$ cat src/rtl/life_pkg.sv
// Shared types and constants for the life generation controller.
package life_pkg;

    typedef enum logic [1:0] {
        IDLE = 2'd0,
        RUN  = 2'd1,
        HALT = 2'd2
    } state_e;

    localparam int BOARD_W = 256;

    // Board register reset/seed pattern: top 16 cells alive.
    localparam logic [BOARD_W-1:0] RESET_PATTERN = {{16{1'b1}}, {(BOARD_W-16){1'b0}}};

endpackage

$ cat src/rtl/life_gen_ctrl_if.sv
// Control and board-register signals between the user side and the sequencer.
interface life_gen_ctrl_if #(
    parameter int WIDTH = 256,
    parameter int DIV_W = 24,
    parameter int GEN_W = 16
);
    logic             start;
    logic             stop;
    logic             step;
    logic             seed;
    logic [DIV_W-1:0] period;
    logic [WIDTH-1:0] board_q;
    logic [WIDTH-1:0] board_d;
    logic             reg_en;
    logic             reg_clear;
    logic [GEN_W-1:0] gen_count;
    logic [1:0]       state_o;
    logic             stable;
    logic             extinct;

    // Driver of the controls and the board values.
    modport master (
        output start, stop, step, seed, period, board_q, board_d,
        input  reg_en, reg_clear, gen_count, state_o, stable, extinct
    );

    // The sequencer itself.
    modport slave (
        input  start, stop, step, seed, period, board_q, board_d,
        output reg_en, reg_clear, gen_count, state_o, stable, extinct
    );
endinterface

$ cat src/rtl/life_gen_ctrl_gen_tick_div.sv
// Generation period divider: counts while enabled, fires a terminal pulse
// when the count reaches max(period,1)-1, then wraps to zero.
module gen_tick_div #(
    parameter int DIV_W = 24
) (
    input  logic             clk,
    input  logic             reset,
    input  logic             en,
    input  logic [DIV_W-1:0] period,
    output logic             tick
);
    logic [DIV_W-1:0] cnt_q, cnt_d;
    logic [DIV_W-1:0] last;

    // Period 0 behaves like period 1 (fire every cycle).
    assign last = (period == '0) ? '0 : period - 1'b1;

    // Next count and terminal pulse; >= lets a shrunk period wrap at once.
    always_comb begin
        cnt_d = cnt_q;
        tick  = 1'b0;
        if (!en) begin
            cnt_d = '0;
        end else if (cnt_q >= last) begin
            cnt_d = '0;
            tick  = 1'b1;
        end else begin
            cnt_d = cnt_q + 1'b1;
        end
    end

    // Counter register.
    always_ff @(posedge clk) begin
        if (reset) cnt_q <= '0;
        else       cnt_q <= cnt_d;
    end
endmodule

$ cat src/rtl/life_gen_ctrl.sv
// Sequencer for the board-state register: seed, single-step and free-run,
// halting on a still or empty board, with a saturating generation count.
module life_gen_ctrl
    import life_pkg::*;
#(
    parameter int WIDTH = 256,
    parameter int DIV_W = 24,
    parameter int GEN_W = 16
) (
    input  logic            clk,
    input  logic            reset,
    life_gen_ctrl_if.slave  bus
);
    state_e           state_q, state_d;
    logic             reg_en_q, reg_en_d;
    logic             reg_clear_q, reg_clear_d;
    logic [GEN_W-1:0] gen_q, gen_d;
    logic             stable_q, stable_d;
    logic [WIDTH-1:0] bq, bd;
    logic             tick, adv_edge, same_board, extinct;

    assign bq         = bus.board_q;
    assign bd         = bus.board_d;
    assign same_board = (bd == bq);
    assign extinct    = (bq == '0);
    // Pulse currently at the register that advances rather than seeds.
    assign adv_edge   = reg_en_q & ~reg_clear_q;

    gen_tick_div #(.DIV_W(DIV_W)) u_div (
        .clk    (clk),
        .reset  (reset),
        .en     (state_q == RUN),
        .period (bus.period),
        .tick   (tick)
    );

    // Next state, pulse decisions and generation bookkeeping. A new pulse is
    // only issued when none is in flight, so reg_en never lasts two cycles;
    // a seed/step arriving while a pulse is in flight is dropped.
    always_comb begin
        state_d     = state_q;
        reg_en_d    = 1'b0;
        reg_clear_d = 1'b0;
        gen_d       = gen_q;
        stable_d    = stable_q;

        // An advance already issued completes even if stop arrives now.
        if (adv_edge) begin
            if (gen_q != {GEN_W{1'b1}}) gen_d = gen_q + 1'b1;
            stable_d = same_board;
        end

        case (state_q)
            IDLE: begin
                if (bus.stop) begin
                    state_d = IDLE;
                end else if (bus.seed) begin
                    if (!reg_en_q) begin
                        reg_en_d    = 1'b1;
                        reg_clear_d = 1'b1;
                        gen_d       = '0;
                        stable_d    = 1'b0;
                    end
                end else if (bus.start) begin
                    state_d = RUN;
                end else if (bus.step && !reg_en_q) begin
                    reg_en_d = 1'b1;
                end
            end
            RUN: begin
                if (bus.stop) begin
                    state_d = IDLE;
                end else if (adv_edge && same_board) begin
                    state_d = HALT;
                end else if (extinct && !reg_en_q) begin
                    state_d = HALT;
                end else if (tick && !reg_en_q) begin
                    reg_en_d = 1'b1;
                end
            end
            HALT: begin
                if (bus.stop) begin
                    state_d = IDLE;
                end else if (bus.seed && !reg_en_q) begin
                    state_d     = IDLE;
                    reg_en_d    = 1'b1;
                    reg_clear_d = 1'b1;
                    gen_d       = '0;
                    stable_d    = 1'b0;
                end
            end
            default: state_d = IDLE;
        endcase
    end

    // State and output registers; reset drops any pending pulse.
    always_ff @(posedge clk) begin
        if (reset) begin
            state_q     <= IDLE;
            reg_en_q    <= 1'b0;
            reg_clear_q <= 1'b0;
            gen_q       <= '0;
            stable_q    <= 1'b0;
        end else begin
            state_q     <= state_d;
            reg_en_q    <= reg_en_d;
            reg_clear_q <= reg_clear_d;
            gen_q       <= gen_d;
            stable_q    <= stable_d;
        end
    end

    assign bus.reg_en    = reg_en_q;
    assign bus.reg_clear = reg_clear_q;
    assign bus.gen_count = gen_q;
    assign bus.state_o   = state_q;
    assign bus.stable    = stable_q;
    assign bus.extinct   = extinct;
endmodule

$ cat src/flat_wrapper.sv
// flat-port wrapper written by rule: the top's interface ports become plain ports
module life_gen_ctrl_flat import life_pkg::*;
#(
    parameter int WIDTH = 256,
    parameter int DIV_W = 24,
    parameter int GEN_W = 16
)
  (clk, reset, bus_start, bus_stop, bus_step, bus_seed, bus_period, bus_board_q, bus_board_d, bus_reg_en, bus_reg_clear, bus_gen_count, bus_state_o, bus_stable, bus_extinct);
  life_gen_ctrl_if #(.WIDTH(WIDTH), .DIV_W(DIV_W), .GEN_W(GEN_W)) bus_i ();
  input  logic clk;
  input  logic reset;
  input wire logic [$bits(bus_i.start)-1:0] bus_start;
  input wire logic [$bits(bus_i.stop)-1:0] bus_stop;
  input wire logic [$bits(bus_i.step)-1:0] bus_step;
  input wire logic [$bits(bus_i.seed)-1:0] bus_seed;
  input wire logic [$bits(bus_i.period)-1:0] bus_period;
  input wire logic [$bits(bus_i.board_q)-1:0] bus_board_q;
  input wire logic [$bits(bus_i.board_d)-1:0] bus_board_d;
  output wire logic [$bits(bus_i.reg_en)-1:0] bus_reg_en;
  output wire logic [$bits(bus_i.reg_clear)-1:0] bus_reg_clear;
  output wire logic [$bits(bus_i.gen_count)-1:0] bus_gen_count;
  output wire logic [$bits(bus_i.state_o)-1:0] bus_state_o;
  output wire logic [$bits(bus_i.stable)-1:0] bus_stable;
  output wire logic [$bits(bus_i.extinct)-1:0] bus_extinct;
  assign bus_i.start = bus_start;
  assign bus_i.stop = bus_stop;
  assign bus_i.step = bus_step;
  assign bus_i.seed = bus_seed;
  assign bus_i.period = bus_period;
  assign bus_i.board_q = bus_board_q;
  assign bus_i.board_d = bus_board_d;
  assign bus_reg_en = bus_i.reg_en;
  assign bus_reg_clear = bus_i.reg_clear;
  assign bus_gen_count = bus_i.gen_count;
  assign bus_state_o = bus_i.state_o;
  assign bus_stable = bus_i.stable;
  assign bus_extinct = bus_i.extinct;
  life_gen_ctrl #(.WIDTH(WIDTH), .DIV_W(DIV_W), .GEN_W(GEN_W)) u_core (.clk(clk), .reset(reset), .bus(bus_i));
endmodule
$ cat config.mk
export PLATFORM = sky130hd
export DESIGN_NAME = life_gen_ctrl_flat
export DESIGN_NICKNAME = d
export VERILOG_FILES = /design/src/rtl/life_pkg.sv /design/src/rtl/life_gen_ctrl_if.sv /design/src/rtl/life_gen_ctrl_gen_tick_div.sv /design/src/rtl/life_gen_ctrl.sv /design/src/flat_wrapper.sv
export SDC_FILE = /design/constraint.sdc
export NUM_CORES = 1
export LEC_CHECK = 0
export CAP_MARGIN = 5
export CORE_AREA = 2 2 219 221
export CTS_CLUSTER_SIZE = 40
export DETAILED_ROUTE_END_ITERATION = 7
export DIE_AREA = 0 0 221 223
export PLACE_DENSITY_LB_ADDON = 0.3
export SYNTH_ARGS = -nofsm -noshare
export SYNTH_HDL_FRONTEND = slang
export SYNTH_SLANG_ARGS = --single-unit
$ cat constraint.sdc
create_clock -name clk -period 5.79 [get_ports clk]
set_clock_uncertainty 0.1 [all_clocks]
set_input_delay 1.158 -clock clk [delete_from_list [all_inputs] [get_ports clk]]
set_output_delay 1.158 -clock clk [all_outputs]
set_load 0.03 [all_outputs]
==> key figures, run 1 <==
Status
  • Outcome: finished, final reports clean

STA
  • Fmax: between 150 and 200 MHz
  • Setup tns final: 0 ns
  • Period utilisation layout: 0.954
  • Setup-failing EPs final: 0
  • Worst-Margin Slew: approximately 1.3 ns
  • Final Critical Period: about 5.5 ns
  • Relative max-transition margin: 0.0926
  • RSZ-0062 raised after global routing: false
  • Hold Vio Cnt, Final: 0
  • Final slew viol count: 0

Global route
  • GRT Total Usage: 0.250
  • Antenna violations before repair: 20
  • First-pass GRT wire length: 83800 um
  • Grt total ovfl: 0
  • Largest net degree at the start of global routing: 25
  • Vias in the first global route: 10186

Setup path
  • Critical path type: input pin to output pin
  • Nature of the critical path startpoint: input pin
  • WP data required: roughly 4.5 ns
  • Max incr delay on CP: between 0.8 and 0.9 ns
  • Critical path capture point type: output pin
  • Buffers and inverters on the worst path: 4
  • Slowest cell on crit path: nor4_1
  • Cell family with most CP delay: simple AND/OR/NAND/NOR gates
  • Worst path arrival time: ~4.3 ns
  • Critical Path Fanout Max: 3
  • Worst path cell trace: clkdlybuf4s50_1 > nor4_1 > nand4_1 > nor4_1 > nand4_1 > buf_4 > inv_1 > buf_4

Clock network
  • CTS Root Cell: clkbuf_16
  • Cts bufs inserted: 5
  • CTS Hold Bufs: 0
  • Clock Tree Buf Depth: 2
  • Setup bufs post-CTS: 0
  • Post-CTS Resized: 0
  • Later-pin clock latency in the skew report: around 0.29 ns
  • Clk sink count: 45
  • Reg clk slew, reported paths: 0.06 ns
  • CTS tree: yes
  • H-tree depth: 2

Pwr
  • Pwr Density: 108 nW/um^2
  • Leakage: roughly 4.8 nW
  • Pwr Total: around 1.5 mW
  • Max VDD drop: 91.6 uV

Synth
  • Commonest cells post-synth: xnor2_1, nor4_1, inv_1, xor2_1, nor2_1
  • Number of synthesized register bits: 45
  • Synth area leaders: xnor2_1, dfxtp_1, xor2_1
  • Synth Warn #: 0
  • Syn_nets: ~1500
  • Cells after Synth: about 940
  • Yosys top cell area share: 0.157
  • Register area share after synthesis: 0.132
  • Most common cell in the netlist: xnor2_1
  • Synth area leader: xnor2_1
  • Post-synth EDFFs: 0
  • Mapped Area: roughly 6800 sq um
  • Async S/R FF share, synth: 0
  • Distinct cells, synth: 54
  • Syn_area_per_cell: between 7 and 8 sq um
  • Ys flop type: dfxtp_1

Cells and area
  • Post-layout net count: 2098
  • Final Core Density: 0.289
  • Share of cells above drive strength 1: 0.0288
  • Area Growth Syn to Fin: 98.8%
  • Fill count: roughly 5200
  • Cell Count, Final, Fillers Out: between 2000 and 2500
  • Fin area: 13600 sq um

Placement
  • DP HPWL: around 60000 um
  • GP Congestion: 1.03
  • Placed Cells: 2135
  • Dpl cell area: 13400 sq um
  • Port Buf Inserts: between 500 and 600

Detailed routing
  • Vias/cell: approximately 4.6
  • Drt total wl: between 60000 and 70000 um
  • Drt drc: 0
  • Iter 0 DRT Violations: approximately 700
  • Average wire per standard cell: ~30 um
  • Routed met3 length: between 7000 and 8000 um
  • Detailed Routing Iterations Pass 1: 4
  • Max layer used: met5
  • WL met1: just under 30000 um
  • Met2 wire length: roughly 27000 um
  • Via count: between 9000 and 10000
  • Final antenna-violating net count: 0

Floorplan
  • Starting Density: 0.145
  • Site Rows: 80
  • Die ar.: 49300 sq um
  • I/O pin count: 564
  • Die X: approximately 220 um
  • Die height: 223 um
  • Core region area: around 47000 sq um

Min path
  • Worst hold-check path type: flop to flop

Run
  • Total of max-cap violations: 0
## metal layers
layer / vias up / GRT usage
met5: - / 0
met4: 8 / 0.0494
met3: 60 / 0.111
met2: 565 / 0.372
met1: 4630 / 0.333
li1: 4617 / -
## power breakdown
part | internal (mW) | switching, mW
registers | 0.311 | 0.00260
logic | 0.459 | 0.383
clock network | 0.200 | 0.118
## sequential cells by signal (all words and copies together), names as in the netlist
name / flops
u_core.bus.reg_clear: 1
u_core.u_div.cnt_q: 24
u_core.bus.reg_en: 1
u_core.bus.state_o: 2
u_core.bus.gen_count: 16
u_core.bus.stable: 1
## final timing paths
| check | start | endpoint | slack, ns | depth (start not counted) |
|---|---|---|---|---|
| max | bus_board_q[221] | bus_extinct | 0.27 | 8 |
| min | u_core.bus.stable | u_core.bus.stable | 0.37 | 2 |
| max reg2reg | u_core.bus.reg_en | u_core.bus.reg_en | 3.37 | 7 |
| min reg2reg | u_core.bus.stable | u_core.bus.stable | 0.37 | 2 |
## placed cells by master (no fill, tap or decap), types with 13 or more instances in the layout
cell type,synthesis,routed
dfxtp_1,45,45
diode_2,0,13
nor2b_1,63,63
xnor2_1,123,123
nand2b_1,52,52
nand4_1,65,65
o2111ai_1,15,15
xor2_1,78,78
nand2_1,56,56
buf_4,0,24
nor3_1,19,19
nand3_1,21,21
clkdlybuf4s50_1,0,562
ha_1,28,28
nor2_1,67,67
nor4_1,98,98
o22ai_1,16,16
inv_1,78,78
## cell type report
cell class / count / area (sq um) / share of cell area
multi-input cells: 807 / 5620 / 0.413
clock buffers: 5 / 125 / 0.00920
flip-flops and latches: 45 / 901 / 0.0662
well taps: 615 / 769 / 0.0566
inverters: 82 / 308 / 0.0226
diodes: 13 / 32.5 / 0.00239
clock inverters: 2 / 35.0 / 0.00258
repair buffers: 587 / 5810 / 0.427
## logic make-up (layout without fill, tap and decap cells)
group	count (synthesis)	in the layout	synth area share
buffers and inverters	87	676	0.0477
adders and majority gates	28	28	0.0512
muxes	1	1	0.00146
other	0	13	0
xor gates and xnor gates	201	201	0.257
AOI/OAI and AO/OA	105	105	0.122
and+or+nand+nor	472	472	0.389
DFF	45	45	0.132
## tightest hold or removal path: cells and delay by family, from the launching register on
family	cells	cell delay, ns
AO/OA/AOI/OAI	1	0.05
flip-flops	1	0.32
AND/OR/NAND/NOR	1	0.05
## metrics by stage
| stage | worst slack [ns] | hold WS, ns |
|---|---|---|
| finish | 0.268 | 0.370 |
| global route | 0.207 | 0.389 |
| CTS | 0.507 | 0.371 |
| detailed placement | 0.519 | 0.362 |
| global placement | 0.556 | 0.361 |
| floorplan | 1.69 | 0.341 |
Note: power is estimated with default switching activity, not from simulation.
==> inputs of run 2 (changes only) <==
CAP_MARGIN = default   (was 5)
==> run 2 against run 1 <==
Compared with the run above:
- the flow now finishes with violations (max-capacitance violations, max-slew violations)
- first-iteration DRC count is 12% higher
- non-clock buffer count is 1 lower
- sequential power hardly changed
- critical path type unchanged
- critical endpoint unchanged
==> key figures, run 2 (same netlist as run 1, synthesis figures left out) <==
Cells and area
  • Final Core Density: 0.288 (was 0.289)
  • Share of cells above drive strength 1: 0.0282 (was 0.0288)
  • Fin area: 13600 sq um (about the same)
  • Largest Register: u_core.u_div.cnt_q (unchanged)
  • Commonest non-fill, non-tap cell in the layout: clkdlybuf4s50_1 (unchanged)
  • Area Growth Syn to Fin: 98.7% (was 98.8%)
  • Post-layout net count: 2097 (was 2098)
  • Max FFs per register: 24 (unchanged)
  • Most frequent cells in the layout: clkdlybuf4s50_1, xnor2_1, nor4_1 (unchanged)

STA
  • Setup-failing EPs final: 0 (unchanged)
  • Period utilisation layout: 0.972 (was 0.954)
  • Setup tns final: 0 ns (unchanged)
  • Fmax: 178 MHz (was 181 MHz)
  • Relative max-transition margin: -0.0619 (was 0.0926)
  • Final Critical Period: 5.63 ns (was 5.52 ns)
  • Worst-Margin Slew: 1.58 ns (was 1.35 ns)
  • RSZ-0062 raised after global routing: false (unchanged)
  • Final slew viol count: 2 (was 0)
  • Hold Vio Cnt, Final: 0 (unchanged)

Setup path
  • Worst path cell trace: clkdlybuf4s50_1 > nor4_1 > nand4_1 > nor4_1 > nand4_1 > buf_4 > inv_1 > buf_4 (unchanged)
  • Critical path capture point type: output pin (unchanged)
  • Critical path type: input pin to output pin (unchanged)
  • Worst path arrival time: 4.37 ns (was 4.26 ns)
  • Cell family with most CP delay: simple AND/OR/NAND/NOR gates (unchanged)
  • Nature of the critical path startpoint: input pin (unchanged)
  • Max incr delay on CP: 1.31 ns (was 0.85 ns)
  • WP data required: 4.53 ns (about the same)
  • Buffers and inverters on the worst path: 4 (unchanged)
  • Critical Path Fanout Max: 3 (unchanged)
  • Slowest cell on crit path: nor4_1 (unchanged)

Placement
  • DP HPWL: 59600 um (unchanged)
  • GP Congestion: 1.03 (unchanged)
  • Port Buf Inserts: 563 (unchanged)
  • Dpl cell area: 13400 sq um (unchanged)

Global route
  • Grt total ovfl: 0 (unchanged)
  • Largest net degree at the start of global routing: 25 (unchanged)
  • Met1 usage: 0.333 (unchanged)
  • First-pass GRT wire length: 83800 um (unchanged)
  • Grt met2 use: 0.372 (unchanged)
  • GRT met3 Usage: 0.111 (unchanged)
  • Antenna violations before repair: 20 (unchanged)
  • GRT Total Usage: 0.250 (unchanged)
  • Vias in the first global route: 10186 (unchanged)
  • Gr busiest metal: met2 (unchanged)

Detailed routing
  • Iter 0 DRT Violations: 784 (was 698)
  • Average wire per standard cell: 29.8 um (was 29.7 um)
  • Via count: 9857 (was 9880)
  • Final antenna-violating net count: 0 (unchanged)
  • Drt total wl: 64200 um (was 64100 um)
  • Detailed Routing Iterations Pass 1: 5 (was 4)
  • Vias/cell: 4.57 (was 4.58)
  • Drt drc: 0 (unchanged)

Pwr
  • Psw: 0.505 mW (was 0.504 mW)
  • Max VDD drop: 91.6 uV (about the same)
  • Switching share of power: 0.342 (about the same)
  • Leakage: 4.83 nW (about the same)
  • Seq pwr share: 0.213 (about the same)
  • Clock power share: 0.216 (about the same)
  • Combinational Power Share: 0.572 (was 0.571)
  • Internal power: 0.971 mW (about the same)
  • Pwr Density: 109 nW/um^2 (was 108 nW/um^2)

Floorplan
  • Die height: 223 um (unchanged)
  • Die X: 221 um (unchanged)
  • Die ar.: 49300 sq um (unchanged)
  • Starting Density: 0.145 (unchanged)
  • I/O pin count: 564 (unchanged)
  • Core region area: 47100 sq um (unchanged)
  • Site Rows: 80 (unchanged)

Min path
  • Worst hold-check path type: flop to flop (unchanged)

Clock network
  • CTS Root Cell: clkbuf_16 (unchanged)
  • Clock Tree Buf Depth: 2 (unchanged)
  • H-tree depth: 2 (unchanged)
  • CTS tree: yes (unchanged)
  • Reg clk slew, reported paths: 0.06 ns (about the same)
  • Cts bufs inserted: 5 (unchanged)
  • CTS Hold Bufs: 0 (unchanged)
  • Clk sink count: 45 (unchanged)
  • Later-pin clock latency in the skew report: 0.29 ns (about the same)
  • Post-CTS Resized: 0 (unchanged)
  • Setup bufs post-CTS: 0 (unchanged)

Status
  • Failing checks: max-capacitance violations, max-slew violations
  • Outcome: complete, but fails checks (was finished, final reports clean)

Run
  • Total of max-cap violations: 1 (was 0)
-- run 2: changes by cell type in the layout (fill, tap and decap cells not counted) --
cell and delta:
buf_2 -1
-- run 2: area by class of cell --
type | count | area (sq um)
clock buffer | 5 | 125
sequential | 45 | 901
fill | 5235 | 33500
clock inverter | 2 | 35.0
inverter | 82 | 308
timing repair buffer | 586 | 5810
antenna | 13 | 32.5
tap | 615 | 769
multi-input combinational | 807 | 5620
-- run 2: power groups by stage --
stage               combinational, mW  clock, mW  sequential [mW]
finish                          0.843      0.319            0.314
global route                    0.879      0.344            0.314
CTS                             0.832      0.329            0.314
detailed placement              0.827          0            0.321
global placement                0.827          0            0.321
floorplan                       0.200          0            0.323
-- run 2: metrics by stage --
| step | instances | hold slack [ns] | power, mW | worst slack (ns) |
|---|---|---|---|---|
| final | 2155 | 0.370 | 1.48 | 0.164 |
| after global routing | 2147 | 0.389 | 1.54 | 0.137 |
| after CTS | 2142 | 0.371 | 1.48 | 0.507 |
| after detailed placement | 2135 | 0.362 | 1.15 | 0.519 |
| after global placement | 2135 | 0.361 | 1.15 | 0.556 |
| after floorplan | 939 | 0.341 | 0.522 | 1.69 |
-- run 2: per-layer routing --
metal,part of all wire,up-vias
li1,-,4619
met4,0.019,8
met5,0.00072,-
met3,0.11,64
met2,0.42,530
met1,0.45,4636
-- run 2: worst min-delay path: stages (launching register included) --
cell and delay, ns:
dfxtp_1 0.32, nand2_1 0.05, a21oi_1 0.05
-- run 2: worst paths after layout --
check | slack [ns] | from | endpoint | cells after the start
worst max-delay path | 0.16 | bus_board_q[233] | bus_extinct | 8
worst min-delay path | 0.37 | u_core.bus.stable | u_core.bus.stable | 2
worst max register to register | 3.36 | u_core.bus.reg_en | u_core.bus.reg_en | 7
worst min register to register | 0.37 | u_core.bus.stable | u_core.bus.stable | 2
==> inputs of run 3 (changes only) <==
SKIP_CTS_REPAIR_TIMING = 1   (was default)
==> results of run 3 <==
Same layout as run 2: the final DEF is identical, and so are final timing and power.
